$ cat src/rtl/rx_frame_sync.sv
// Frame synchroniser for a strobed serial bit stream: hunts for a sync marker,
// then alternates codeword capture and marker checking with a miss flywheel.
module rx_frame_sync #(
  parameter logic [7:0] SYNC_WORD = 8'h7E,
  parameter int         CW_LEN    = 16,
  parameter int         MAX_MISS  = 2
) (
  input  logic              sys_clk,
  input  logic              rst_n,
  input  logic              bit_in,
  input  logic              bit_stb,
  output logic [CW_LEN-1:0] codeword,
  output logic              cw_valid,
  output logic              sync_lock,
  output logic [7:0]        frame_cnt,
  output logic [2:0]        miss_cnt,
  output logic [1:0]        dbg_state_o
);

  localparam int CNT_W = $clog2((CW_LEN > 8) ? CW_LEN : 8);

  typedef enum logic [1:0] {
    HUNT  = 2'd0,
    DATA  = 2'd1,
    CHECK = 2'd2
  } state_t;

  state_t            state_q;
  logic [6:0]        window_q;
  logic [6:0]        marker_q;
  logic [CW_LEN-2:0] cap_q;
  logic [CW_LEN-1:0] codeword_q;
  logic [CNT_W-1:0]  cnt_q;
  logic              cw_valid_q;
  logic              lock_q;
  logic [7:0]        frame_q;
  logic [2:0]        miss_q;

  // Shift registers keep only the older bits; the _d views include the bit
  // being strobed now, so a match is seen on the edge that completes it.
  logic [7:0]        window_d;
  logic [7:0]        marker_d;
  logic [CW_LEN-1:0] cap_d;
  logic [3:0]        miss_inc;
  logic              flywheel;

  assign window_d = {window_q, bit_in};
  assign marker_d = {marker_q, bit_in};
  assign cap_d    = {cap_q, bit_in};
  assign miss_inc = {1'b0, miss_q} + 4'd1;
  assign flywheel = (miss_inc < 4'(MAX_MISS));

  always_ff @(posedge sys_clk) begin
    if (!rst_n) begin
      state_q    <= HUNT;
      window_q   <= '0;
      marker_q   <= '0;
      cap_q      <= '0;
      codeword_q <= '0;
      cnt_q      <= '0;
      cw_valid_q <= 1'b0;
      lock_q     <= 1'b0;
      frame_q    <= '0;
      miss_q     <= '0;
    end else begin
      cw_valid_q <= 1'b0;
      case (state_q)
        HUNT: begin
          if (bit_stb) begin
            window_q <= window_d[6:0];
            if (window_d == SYNC_WORD) begin
              state_q <= DATA;
              cnt_q   <= '0;
              lock_q  <= 1'b1;
              miss_q  <= '0;
            end
          end
        end
        DATA: begin
          if (bit_stb) begin
            cap_q <= cap_d[CW_LEN-2:0];
            if (cnt_q == CNT_W'(CW_LEN - 1)) begin
              codeword_q <= cap_d;
              cw_valid_q <= 1'b1;
              frame_q    <= frame_q + 8'd1;
              cnt_q      <= '0;
              marker_q   <= '0;
              state_q    <= CHECK;
            end else begin
              cnt_q <= cnt_q + 1'b1;
            end
          end
        end
        CHECK: begin
          if (bit_stb) begin
            marker_q <= marker_d[6:0];
            if (cnt_q == CNT_W'(7)) begin
              cnt_q <= '0;
              if (marker_d == SYNC_WORD) begin
                miss_q  <= '0;
                state_q <= DATA;
              end else if (flywheel) begin
                miss_q  <= miss_q + 3'd1;
                state_q <= DATA;
              end else begin
                // Too many bad markers: fall back to a clean hunt.
                miss_q   <= '0;
                lock_q   <= 1'b0;
                window_q <= '0;
                state_q  <= HUNT;
              end
            end else begin
              cnt_q <= cnt_q + 1'b1;
            end
          end
        end
        default: state_q <= HUNT;
      endcase
    end
  end

  assign codeword    = codeword_q;
  assign cw_valid    = cw_valid_q;
  assign sync_lock   = lock_q;
  assign frame_cnt   = frame_q;
  assign miss_cnt    = miss_q;
  assign dbg_state_o = state_q;

endmodule
$ cat config.mk
export PLATFORM = sky130hd
export DESIGN_NAME = rx_frame_sync
export DESIGN_NICKNAME = d
export VERILOG_FILES = /design/src/rtl/rx_frame_sync.sv
export SDC_FILE = /design/constraint.sdc
export NUM_CORES = 1
export LEC_CHECK = 0
export ABC_AREA = 1
export CAP_MARGIN = 20
export CORE_AREA = 2 2 80 82
export DETAILED_ROUTE_END_ITERATION = 8
export DIE_AREA = 0 0 82 84
export GPL_TIMING_DRIVEN = 0
export PLACE_DENSITY = 0.72
export SYNTH_ARGS = -nofsm -noshare
export SYNTH_HDL_FRONTEND = slang
export SYNTH_SLANG_ARGS = --single-unit
$ cat constraint.sdc
create_clock -name sys_clk -period 1.6 [get_ports sys_clk]
set_input_delay 0.16 -clock sys_clk [delete_from_list [all_inputs] [get_ports sys_clk]]
set_output_delay 0.16 -clock sys_clk [all_outputs]
set_load 0.02 [all_outputs]
==> summary.txt, run 1 <==
Status
  – Outcome: complete, no violations

Synthesis
  – Avg Cell Area, Syn: approximately 7.5 µm²
  – Xor and xnor area share after synthesis: less than 1%
  – Yosys reg bits: between 60 and 70
  – Synth cell types: 32
  – Main combinational cell family by area after synthesis: simple AND/OR/NAND/NOR gates
  – Compound-gate portion of the synthesized area: 13.8%
  – Proportion of synthesized area in mux cells: 0%
  – Register area share after synthesis: 45.1%
  – Syn_nets: 392
  – Synthesized cell area: around 2800 µm²
  – Cell count after synthesis: 380
  – Post-Synth Adder-Cell Area: 3.52%
  – Simple-gate share of the synthesized area: 28.5%
  – Ys Warns: 0

Global routing
  – First-pass GRT wire length: 11100 µm
  – Grt total ovfl: 0
  – Antenna violations before repair: 0
  – Pin count of the biggest net entering global routing: 12
  – Total track usage: about a fifth
  – Vias in the first global route: between 2000 and 2500

Final layout
  – Area of the multi-input gates: ~1400 µm²
  – N_diodes: 0
  – Final instance area: 3720 µm²
  – Filler cells: about 530
  – Final core utilization: between 60 and 70%
  – Layout cells sized above 1: between 20% and 30%
  – Layout Area Growth over Synthesis: 31.1%
  – Layout Nets: about 460
  – Storage cell area: approximately 1300 µm²

STA
  – RSZ-0062 raised after global routing: yes
  – FMAX: 643 MHz
  – Crit share post-route: 97.1%
  – Slew @ Worst Pin: around 0.5 ns
  – Clock Skew: 0.00967 ns
  – Final hold vios: 0
  – Rel. slew slack: 66.6%
  – Tmin final: roughly 1.6 ns
  – Fin. max-slew vios: 0
  – Final setup vio count: 0
  – Hold Slack: between 0.15 and 0.2 ns

Place
  – Placement Cell Area: about 3300 µm²
  – Input/output buffers: 33
  – Final HPWL DP: ~4300 µm
  – Routability cong.: around 0.85

Critical path
  – CP Launch Type: register
  – Largest stage delay on the critical path: about 0.39 ns
  – CP max FO: 5
  – Setup crit end kind: register
  – Crit path DAT: ~1.8 ns
  – Critical Path RT: 1.84 ns
  – Worst R2R Start: dbg_state_o[1]
  – Critical-path cell list: inv_2, ha_4, nor2_4, inv_2, nand2_2, a21boi_4, buf_6, nand3_2, nand2_1, nor2_1
  – CP Buf/Inv Count: 3
  – Critical path class: reg2reg
  – R2R depth: 10
  – Cell mode on critical path: inv_2
  – FF-to-FF setup slack: about 0.046 ns
  – Crit-path leading delay family: flip-flops
  – R2r endpoint: cnt_q[2]
  – CP max-delay cell: dfxtp_4

Clock tree
  – Clock Latency Late Sink: around 0.34 ns
  – Clk slew on worst S/H paths: around 0.070 ns
  – CTS Hold Bufs: 0
  – Root buf cell: clkbuf_8
  – Max clock buf depth: 2
  – Htree depth: 3
  – CTS sink cnt: between 60 and 70
  – CTS tree: done
  – Total CTS buffers: 9

Routing
  – Detailed Route WL: about 6800 µm
  – Antenna viol nets, final: 0
  – Initial DRC count: around 160
  – Wire per inst: approximately 13 µm
  – Remaining DRCs: 0
  – First-pass DRT Iterations: 4
  – Via-to-Cell Ratio: 5.02
  – Vias: approximately 2600

Worst hold path
  – Hold Path Sink: cap_q[4]
  – Hold path depth: 3
  – Min-Delay Path Class: in2reg
  – Critical hold path startpoint: rst_n

Floorplanning
  – Row Count: 29
  – Die height: about 84 µm
  – Die area: just under 7000 µm²
  – Num ports: 35
  – Die width: ~80 µm
  – Core ar.: 6100 µm²
  – Starting Density: between 40 and 50%

Run
  – Max cap viols: 0

Pwr
  – Combinational Power Share: between 30% and 40%
  – Max VDD drop: about 0.71 mV
  – Net Sw Power: 1.59 mW
  – Net Sw Frac: 34.9%
  – Clk pwr share: a little over a quarter
  – LEAKAGE: ~1.5 nW
  – Int Power: just under 3 mW
  – Seq pwr share: a little over 40%
  – Pwr Density: between 1000 and 1500 nW/µm²
## tightest hold or removal path, delay by kind of cell
kind	cells	cell delay [ns]
buffers and inverters	1	0.16
AOI/OAI and AO/OA	2	0.13
## timing repair
| item | CTS | global route |
|---|---|---|
| gates cloned | 2 | 0 |
| pin swaps | 6 | 7 |
| setup buffers | 4 | 14 |
| gates resized for setup | 12 | 29 |
| endpoints found under the hold margin | 0 | 0 |
| endpoints found under the setup margin | 41 | 48 |
## power groups by stage
stage / sequential (mW) / combinational, mW / clock, mW
after floorplan: 1.91 / 0.801 / 0
after global placement: 1.89 / 1.03 / 0
after detailed placement: 1.90 / 1.05 / 0
after CTS: 1.87 / 1.17 / 1.26
after global routing: 1.90 / 1.61 / 1.34
final: 1.88 / 1.44 / 1.24
## layer usage
metal / vias up / GRT usage, % / wire length [µm]
li1: 1342 / - / -
met1: 1235 / 26.3 / 2900
met2: 47 / 32.6 / 3470
met3: 14 / 5.74 / 226
met4: 0 / 8.48 / 155
met5: - / 0 / 0
## flip-flops by register name (all words and copies together) (netlist names), 2 cells and up
register,flops
miss_cnt,3
codeword,16
window_q,7
marker_q,7
cap_q,15
frame_cnt,8
cnt_q,4
dbg_state_o,2
## worst max path at each step
stage,slack [ns],startpoint,cells past startpoint,to
5_1_grt,-0.04,dbg_state_o[0],9,codeword[12]
3_5_place_dp,-0.17,dbg_state_o[1],8,frame_cnt[0]
4_1_cts,-0.01,dbg_state_o[1],8,frame_cnt[0]
6_report,0.05,dbg_state_o[1],10,cnt_q[2]
3_3_place_gp,-0.11,dbg_state_o[0],10,cnt_q[3]
2_1_floorplan,-0.01,dbg_state_o[0],10,cnt_q[3]
## cells in the mapped netlist
cell | instances | area [µm²]
a211oi_1 | 2 | 15.0
a21boi_4 | 1 | 18.8
a21oi_1 | 26 | 130
a21oi_2 | 1 | 8.76
a31oi_1 | 1 | 6.26
buf_1 | 1 | 3.75
buf_2 | 5 | 25.0
buf_6 | 3 | 33.8
clkbuf_1 | 4 | 15.0
clkinv_1 | 1 | 3.75
clkinv_2 | 1 | 5.00
dfxtp_1 | 64 | 1280
ha_1 | 8 | 100
inv_1 | 38 | 143
inv_2 | 3 | 11.3
nand2_1 | 86 | 323
nand2_2 | 3 | 18.8
nand2_4 | 1 | 11.3
nand3_1 | 30 | 150
nand3_2 | 1 | 10.0
nand3b_1 | 1 | 7.51
nand4_1 | 3 | 18.8
nor2_1 | 48 | 180
nor2_2 | 3 | 18.8
nor2_4 | 3 | 33.8
nor3_1 | 3 | 15.0
nor3_4 | 1 | 16.3
o21ai_0 | 22 | 110
o21ai_1 | 3 | 15.0
o21ai_2 | 10 | 87.6
or2_2 | 1 | 6.26
xor2_1 | 2 | 17.5
## per-stage QoR
step | total power [mW] | instances | worst slack [ns] | TNS (ns)
2_1_floorplan | 2.71 | 380 | -0.0105 | -0.0105
3_3_place_gp | 2.93 | 490 | -0.108 | -1.62
3_5_place_dp | 2.95 | 490 | -0.169 | -3.13
4_1_cts | 4.30 | 512 | -0.0147 | -0.0548
5_1_grt | 4.85 | 525 | -0.0408 | -0.542
6_report | 4.55 | 525 | 0.0460 | 0
## area by class of cell
class,count,area share (%)
multi-input combinational,260,38.6
clock inverter,5,0.874
sequential,64,34.7
clock buffer,11,3.80
tap,77,2.59
buffer,12,2.05
inverter,43,4.61
timing repair buffer,53,12.8
## logic make-up after synthesis
kind of cell,count (synthesis)
compound gates,66
xor+xnor,2
fa+ha+maj,8
buf+inv,56
flops,64
simple gates,184
## cells in the final DEF (no fill, tap or decap), types with 3 or more instances in the layout
master / n
a21oi_1: 24
buf_2: 5
buf_4: 17
buf_6: 4
clkbuf_1: 4
clkbuf_8: 10
clkdlybuf4s50_1: 32
clkinvlp_4: 3
dfxtp_1: 60
ha_1: 4
ha_4: 3
inv_1: 36
inv_2: 4
nand2_1: 82
nand2_2: 5
nand3_1: 28
nand3_2: 3
nand4_1: 3
nor2_1: 46
nor2_2: 3
nor2_4: 5
nor3_1: 3
o21ai_0: 22
o21ai_2: 12
(Power assumes the default switching activity.)
==> run 2: changes to the inputs <==
- PLACE_DENSITY: 0.72 -> 0.7
- clock period: 1.6 -> 1.95 ns (I/O delays scaled with it)
==> run 2 against run 1 <==
Compared with the run above: sequential power shrank 19%; register-to-register slack improved by 0.14 ns; die area is the same; core utilization is 4.4 points lower; maximum frequency down 12%; clock power fell by 11%; combinational power down 40%; global-route usage decreased by 1.4 points; routed wire length decreased by 11%; critical path depth is 1 lower; sequential share of layout area rose by 2.4 points; cell area decreased by 7.1%.
==> summary.txt, run 2 (same netlist as run 1, synthesis figures left out) <==
STA
  – FMAX: 566 MHz (-12%)
  – Fin. max-slew vios: 0 (unchanged)
  – RSZ-0062 raised after global routing: no
  – Final worst slack: 0.184 ns (+0.138 ns)
  – Final TNS setup: 0 ns (unchanged)
  – Crit share post-route: 90.6% (-6.5 points)
  – Slew @ Worst Pin: 0.498 ns (-0.00339 ns)
  – Tmin final: 1.77 ns (+0.212 ns)
  – Clock Skew: 0.00779 ns (-0.00188 ns)
  – Rel. slew slack: 66.8% (+0.23 points)
  – Final setup vio count: 0 (unchanged)
  – Final hold vios: 0 (unchanged)

Global routing
  – Total track usage: 19.3% (-1.4 points)
  – First-pass GRT wire length: 10300 µm (-7.5%)
  – Pin count of the biggest net entering global routing: 11 (-1)
  – Vias in the first global route: 2365 (-4.8%)
  – Antenna violations before repair: 0 (unchanged)
  – Grt total ovfl: 0 (unchanged)

Final layout
  – Commonest non-fill, non-tap cells in the layout: nand2_1 (86), dfxtp_1 (63), nor2_1 (48), inv_1 (38), clkdlybuf4s50_1 (33)
  – Layout Nets: 436 (-4.2%)
  – Most common cell after layout, fill and taps aside: nand2_1
  – Final core utilization: 56.7% (-4.4 points)
  – Layout Cells excl Fill: 505 (-3.8%)
  – Final instance area: 3460 µm² (-7.1%)
  – N_diodes: 0 (unchanged)
  – Layout cells sized above 1: 12.1% (-8.8 points)
  – Layout Area Growth over Synthesis: 21.7%
  – Max FFs per register: 16 (unchanged)

Routing
  – Via-to-Cell Ratio: 4.99 (-0.69%)
  – DR top layer: met4
  – Initial DRC count: 98 (-40%)
  – First-pass DRT Iterations: 4 (unchanged)
  – Vias: 2520 (-4.5%)
  – Antenna viol nets, final: 0 (unchanged)
  – Remaining DRCs: 0 (unchanged)
  – Met3 Wirelength: 181 µm (-20%)
  – Detailed Route WL: 6000 µm (-11%)
  – Metal2 WL: 2880 µm (-17%)
  – M1 WL: 2800 µm (-3.5%)
  – Wire per inst: 11.9 µm (-7.7%)

Worst hold path
  – Min-Delay Path Class: in2reg

Critical path
  – Crit path DAT: 2.00 ns (+0.21 ns)
  – Worst setup endpoint: codeword[15]
  – Critical Path RT: 2.18 ns (+0.34 ns)
  – CP Launch Type: register
  – R2R depth: 9 (-1)
  – Critical path class: reg2reg
  – Worst R2R Start: dbg_state_o[1]
  – Crit. Startpoint: dbg_state_o[1]
  – CP max FO: 10 (+5)
  – Setup crit end kind: register
  – R2r endpoint: codeword[15]
  – FF-to-FF setup slack: 0.18 ns (+0.14 ns)

Floorplanning
  – Die area: 6890 µm² (unchanged)
  – Num ports: 35 (unchanged)
  – Starting Density: 46.6% (unchanged)
  – Row Count: 29 (unchanged)
  – Die height: 84 µm (unchanged)
  – Core ar.: 6100 µm² (unchanged)
  – Die width: 82 µm (unchanged)

Clock tree
  – CTS tree: done
  – Root buf cell: clkbuf_8
  – Post-CTS setup repair buffer count: 0 (-4)
  – CTS Hold Bufs: 0 (unchanged)
  – Clock Latency Late Sink: 0.34 ns (about the same)
  – Clk slew on worst S/H paths: 0.07 ns (about the same)
  – Htree depth: 3 (unchanged)
  – Max clock buf depth: 2 (unchanged)
  – Total CTS buffers: 9 (unchanged)
  – CTS sink cnt: 64 (unchanged)

Place
  – Final HPWL DP: 4300 µm (-0.13%)
  – Dpl cells: 490 (unchanged)
  – Input/output buffers: 33 (unchanged)
  – Routability cong.: 0.890 (+4.2%)
  – Placement Cell Area: 3270 µm² (-0.15%)
  – Setup WS pre-CTS: 0.132 ns (+0.301 ns)

Run
  – Max cap viols: 0 (unchanged)

Pwr
  – Max VDD drop: 0.611 mV (-14%)
  – Pwr Density: 1010 nW/µm² (-17%)
  – LEAKAGE: 1.42 nW (-6.8%)

Status
  – Outcome: complete, no violations
run 2: cell count changes in the layout (fill, tap and decap cells not counted), sizes merged:
cell           delta
buf              -19
bufinv            +1
clkdlybuf4s50     +1
clkinv            +2
clkinvlp          -3
dlygate4sd2       -1
inv               -1
run 2: report_power, final:
part / internal, mW / switching [mW] / leakage, nW
sequential: 1.43 / 0.0937 / 0.518
combinational: 0.322 / 0.547 / 0.806
clock: 0.612 / 0.489 / 0.0989
run 2: final cells by class:
class | instances | area, µm²
flip-flops and latches | 64 | 1280
fillers | 585 | 2640
plain buffers | 13 | 80.1
clock inverters | 4 | 45.0
multi-input cells | 260 | 1320
repair buffers | 33 | 330
inverters | 43 | 163
well taps | 77 | 96.3
clock buffers | 11 | 141
run 2: per-layer routing:
metal / vias up / GRT usage [%]
li1: 1300 / -
met1: 1173 / 23.3
met2: 36 / 32.4
met3: 11 / 3.57
met4: 0 / 9.09
met5: - / 0
run 2: worst min path at each step:
stage                      start            to  slack [ns]  depth (start not counted)
floorplan                 bit_in   marker_q[0]        0.34                          2
global route               rst_n      cap_q[0]        0.21                          3
finish                     rst_n      cap_q[0]        0.19                          3
global placement    frame_cnt[4]  frame_cnt[4]        0.45                          2
detailed placement  frame_cnt[4]  frame_cnt[4]        0.45                          2
CTS                        rst_n      cap_q[3]        0.17                          3
run 2: critical path, cell delays in order (launching register included):
cell	delay [ns]
dfxtp_1	0.40
inv_1	0.10
ha_1	0.26
nand2_2	0.16
clkinv_2	0.14
nand2_4	0.15
clkbuf_4	0.22
inv_1	0.07
nor2_1	0.09
nor2_1	0.05
run 2: what timing repair did:
| item | 4_1_cts | 5_1_grt |
|---|---|---|
| resized for setup | 0 | 2 |
| endpoints found under the setup margin | 0 | 9 |
| endpoints found under the hold margin | 0 | 0 |
run 2: through the flow:
step	hold slack (ns)	total power, mW
2_1_floorplan	0.338	2.22
3_3_place_gp	0.446	2.40
3_5_place_dp	0.454	2.42
4_1_cts	0.173	3.53
5_1_grt	0.211	3.71
6_report	0.194	3.50
==> run 3: changes to the inputs <==
- ABC_CLOCK_PERIOD_IN_PS: unset -> 1950
- CTS_BUF_LIST: unset -> sky130_fd_sc_hd__clkbuf_16
==> run 3 against run 2 <==
Compared with the run above: register-to-register slack barely moved; highest routed layer unchanged; sequential cell count did not move; routed wire length rose by 0.12%; final cell count did not move; critical path depth did not move; critical path type unchanged; cell area rose by 2.6%; via count fell by 1.5%; critical endpoint unchanged; core utilization rose by 1.5 points; sequential power barely moved; setup slack got worse by 0.0020 ns; count of clock-buffer cells in the layout fell by 2.
==> summary.txt, run 3 (same netlist as run 1, synthesis figures left out) <==
Final layout
  – N_diodes: 0 (unchanged)
  – Filler cells: 561 (-4.1%)
  – Layout cells sized above 1: 11.9% (-0.23 points)
  – Layout Nets: 436 (unchanged)
  – Final core utilization: 58.2% (+1.5 points)
  – Most common cell after layout, fill and taps aside: nand2_1
  – Layout Area Growth over Synthesis: 24.9%
  – Max FFs per register: 16 (unchanged)
  – Commonest non-fill, non-tap cells in the layout: nand2_1 (86), dfxtp_1 (63), nor2_1 (48), inv_1 (39), clkdlybuf4s50_1 (33)
  – Final instance area: 3550 µm² (+2.6%)
  – Layout Cells excl Fill: 505 (unchanged)

Global routing
  – Total track usage: 19.5% (+0.24 points)
  – Antenna violations before repair: 0 (unchanged)
  – Grt total ovfl: 0 (unchanged)
  – Vias in the first global route: 2362 (-0.13%)
  – First-pass GRT wire length: 10300 µm (+0.41%)
  – Pin count of the biggest net entering global routing: 11 (unchanged)

STA
  – Tmin final: 1.77 ns (+0.00197 ns)
  – Slew @ Worst Pin: 0.492 ns (-0.00587 ns)
  – Final setup vio count: 0 (unchanged)
  – FMAX: 566 MHz (-0.11%)
  – Final worst slack: 0.182 ns (-0.00197 ns)
  – Clock Skew: 0.00508 ns (-0.00271 ns)
  – Final TNS setup: 0 ns (unchanged)
  – Fin. max-slew vios: 0 (unchanged)
  – Crit share post-route: 90.7% (+0.10 points)
  – Rel. slew slack: 67.2% (+0.39 points)
  – RSZ-0062 raised after global routing: no
  – Hold Slack: 0.210 ns (+0.0160 ns)
  – Final hold vios: 0 (unchanged)

Critical path
  – CP max FO: 10 (unchanged)
  – Critical path class: reg2reg
  – Setup crit end kind: register
  – R2r endpoint: codeword[15]
  – Critical Path RT: 2.16 ns (-0.02 ns)
  – Worst setup endpoint: codeword[15]
  – R2R depth: 9 (unchanged)
  – FF-to-FF setup slack: 0.18 ns (about the same)
  – CP Launch Type: register
  – Worst R2R Start: dbg_state_o[1]
  – Crit. Startpoint: dbg_state_o[1]
  – Crit path DAT: 1.98 ns (-0.02 ns)

Place
  – Routability cong.: 0.890 (unchanged)
  – Setup WS pre-CTS: 0.132 ns (unchanged)
  – Final HPWL DP: 4300 µm (unchanged)
  – Input/output buffers: 33 (unchanged)
  – Placement Cell Area: 3270 µm² (unchanged)
  – Dpl cells: 490 (unchanged)

Routing
  – Detailed Route WL: 6000 µm (+0.12%)
  – Vias: 2483 (-1.5%)
  – Initial DRC count: 122 (+24%)
  – Remaining DRCs: 0 (unchanged)
  – Antenna viol nets, final: 0 (unchanged)
  – First-pass DRT Iterations: 4 (unchanged)
  – Wire per inst: 11.9 µm (+0.12%)
  – Via-to-Cell Ratio: 4.92 (-1.5%)

Floorplanning
  – Row Count: 29 (unchanged)
  – Num ports: 35 (unchanged)
  – Die height: 84 µm (unchanged)
  – Core ar.: 6100 µm² (unchanged)
  – Starting Density: 46.6% (unchanged)
  – Die width: 82 µm (unchanged)
  – Die area: 6890 µm² (unchanged)

Pwr
  – Max VDD drop: 0.563 mV (-7.9%)
  – Total power: 3.89 mW (+11%)
  – LEAKAGE: 1.47 nW (+3.1%)
  – Pwr Density: 1100 nW/µm² (+8.5%)

Clock tree
  – Clock Latency Late Sink: 0.32 ns (-0.02 ns)
  – Htree depth: 3 (unchanged)
  – Total CTS buffers: 9 (unchanged)
  – CTS sink cnt: 64 (unchanged)
  – Clk slew on worst S/H paths: 0.05 ns (-0.02 ns)
  – Max clock buf depth: 2 (unchanged)
  – Post-CTS setup repair buffer count: 0 (unchanged)
  – Root buf cell: clkbuf_16
  – CTS tree: done

Worst hold path
  – Min-Delay Path Class: in2reg

Run
  – Max cap viols: 0 (unchanged)

Status
  – Outcome: complete, no violations
[run 3: cell types whose count changed in the layout (fill, tap and decap cells not counted), sizes merged]
cell / previous run / this run
inv: 41 / 42
clkbuf: 16 / 14
clkinv: 5 / 6
[run 3: how the worst min path moves through the flow]
stage                     slack, ns  cells past startpoint            to    startpoint
after global routing           0.23                      3      cap_q[0]         rst_n
after global placement         0.45                      2  frame_cnt[4]  frame_cnt[4]
after floorplan                0.34                      2   marker_q[0]        bit_in
after CTS                      0.20                      3      cap_q[3]         rst_n
after detailed placement       0.45                      2  frame_cnt[4]  frame_cnt[4]
final                          0.21                      3      cap_q[0]         rst_n
[run 3: routing by layer]
| metal | GRT usage [%] | vias up | routed length, µm |
|---|---|---|---|
| li1 | - | 1308 | - |
| met5 | 0 | - | 0 |
| met2 | 32.4 | 37 | 2950 |
| met3 | 3.57 | 8 | 195 |
| met4 | 10.5 | 0 | 74 |
| met1 | 23.4 | 1130 | 2790 |
[run 3: cell type report]
cell class	count	area [µm²]	share of cell area, %
clock inverter	6	52.6	1.48
sequential	64	1280	36.1
buffer	13	80.1	2.26
timing repair buffer	33	330	9.31
clock buffer	9	225	6.35
inverter	43	163	4.58
multi-input combinational	260	1320	37.2
tap	77	96.3	2.72
[run 3: where the power goes]
| part | switching, mW | internal, mW | leakage [nW] |
|---|---|---|---|
| logic | 0.547 | 0.323 | 0.806 |
| clock network | 0.530 | 0.963 | 0.144 |
| registers | 0.0942 | 1.44 | 0.518 |
| total | 1.17 | 2.72 | 1.47 |
[run 3: worst max-delay path, cell delays in order (launching register included)]
cell	delay (ns)
dfxtp_1	0.40
inv_1	0.10
ha_1	0.26
nand2_2	0.16
clkinv_2	0.14
nand2_4	0.15
clkbuf_4	0.22
inv_1	0.07
nor2_1	0.09
nor2_1	0.05
[run 3: repair_timing]
| item | in CTS | in global routing |
|---|---|---|
| endpoints found under the setup margin | 0 | 9 |
| gates resized for setup | 0 | 2 |
| hold buffers | 0 | 0 |
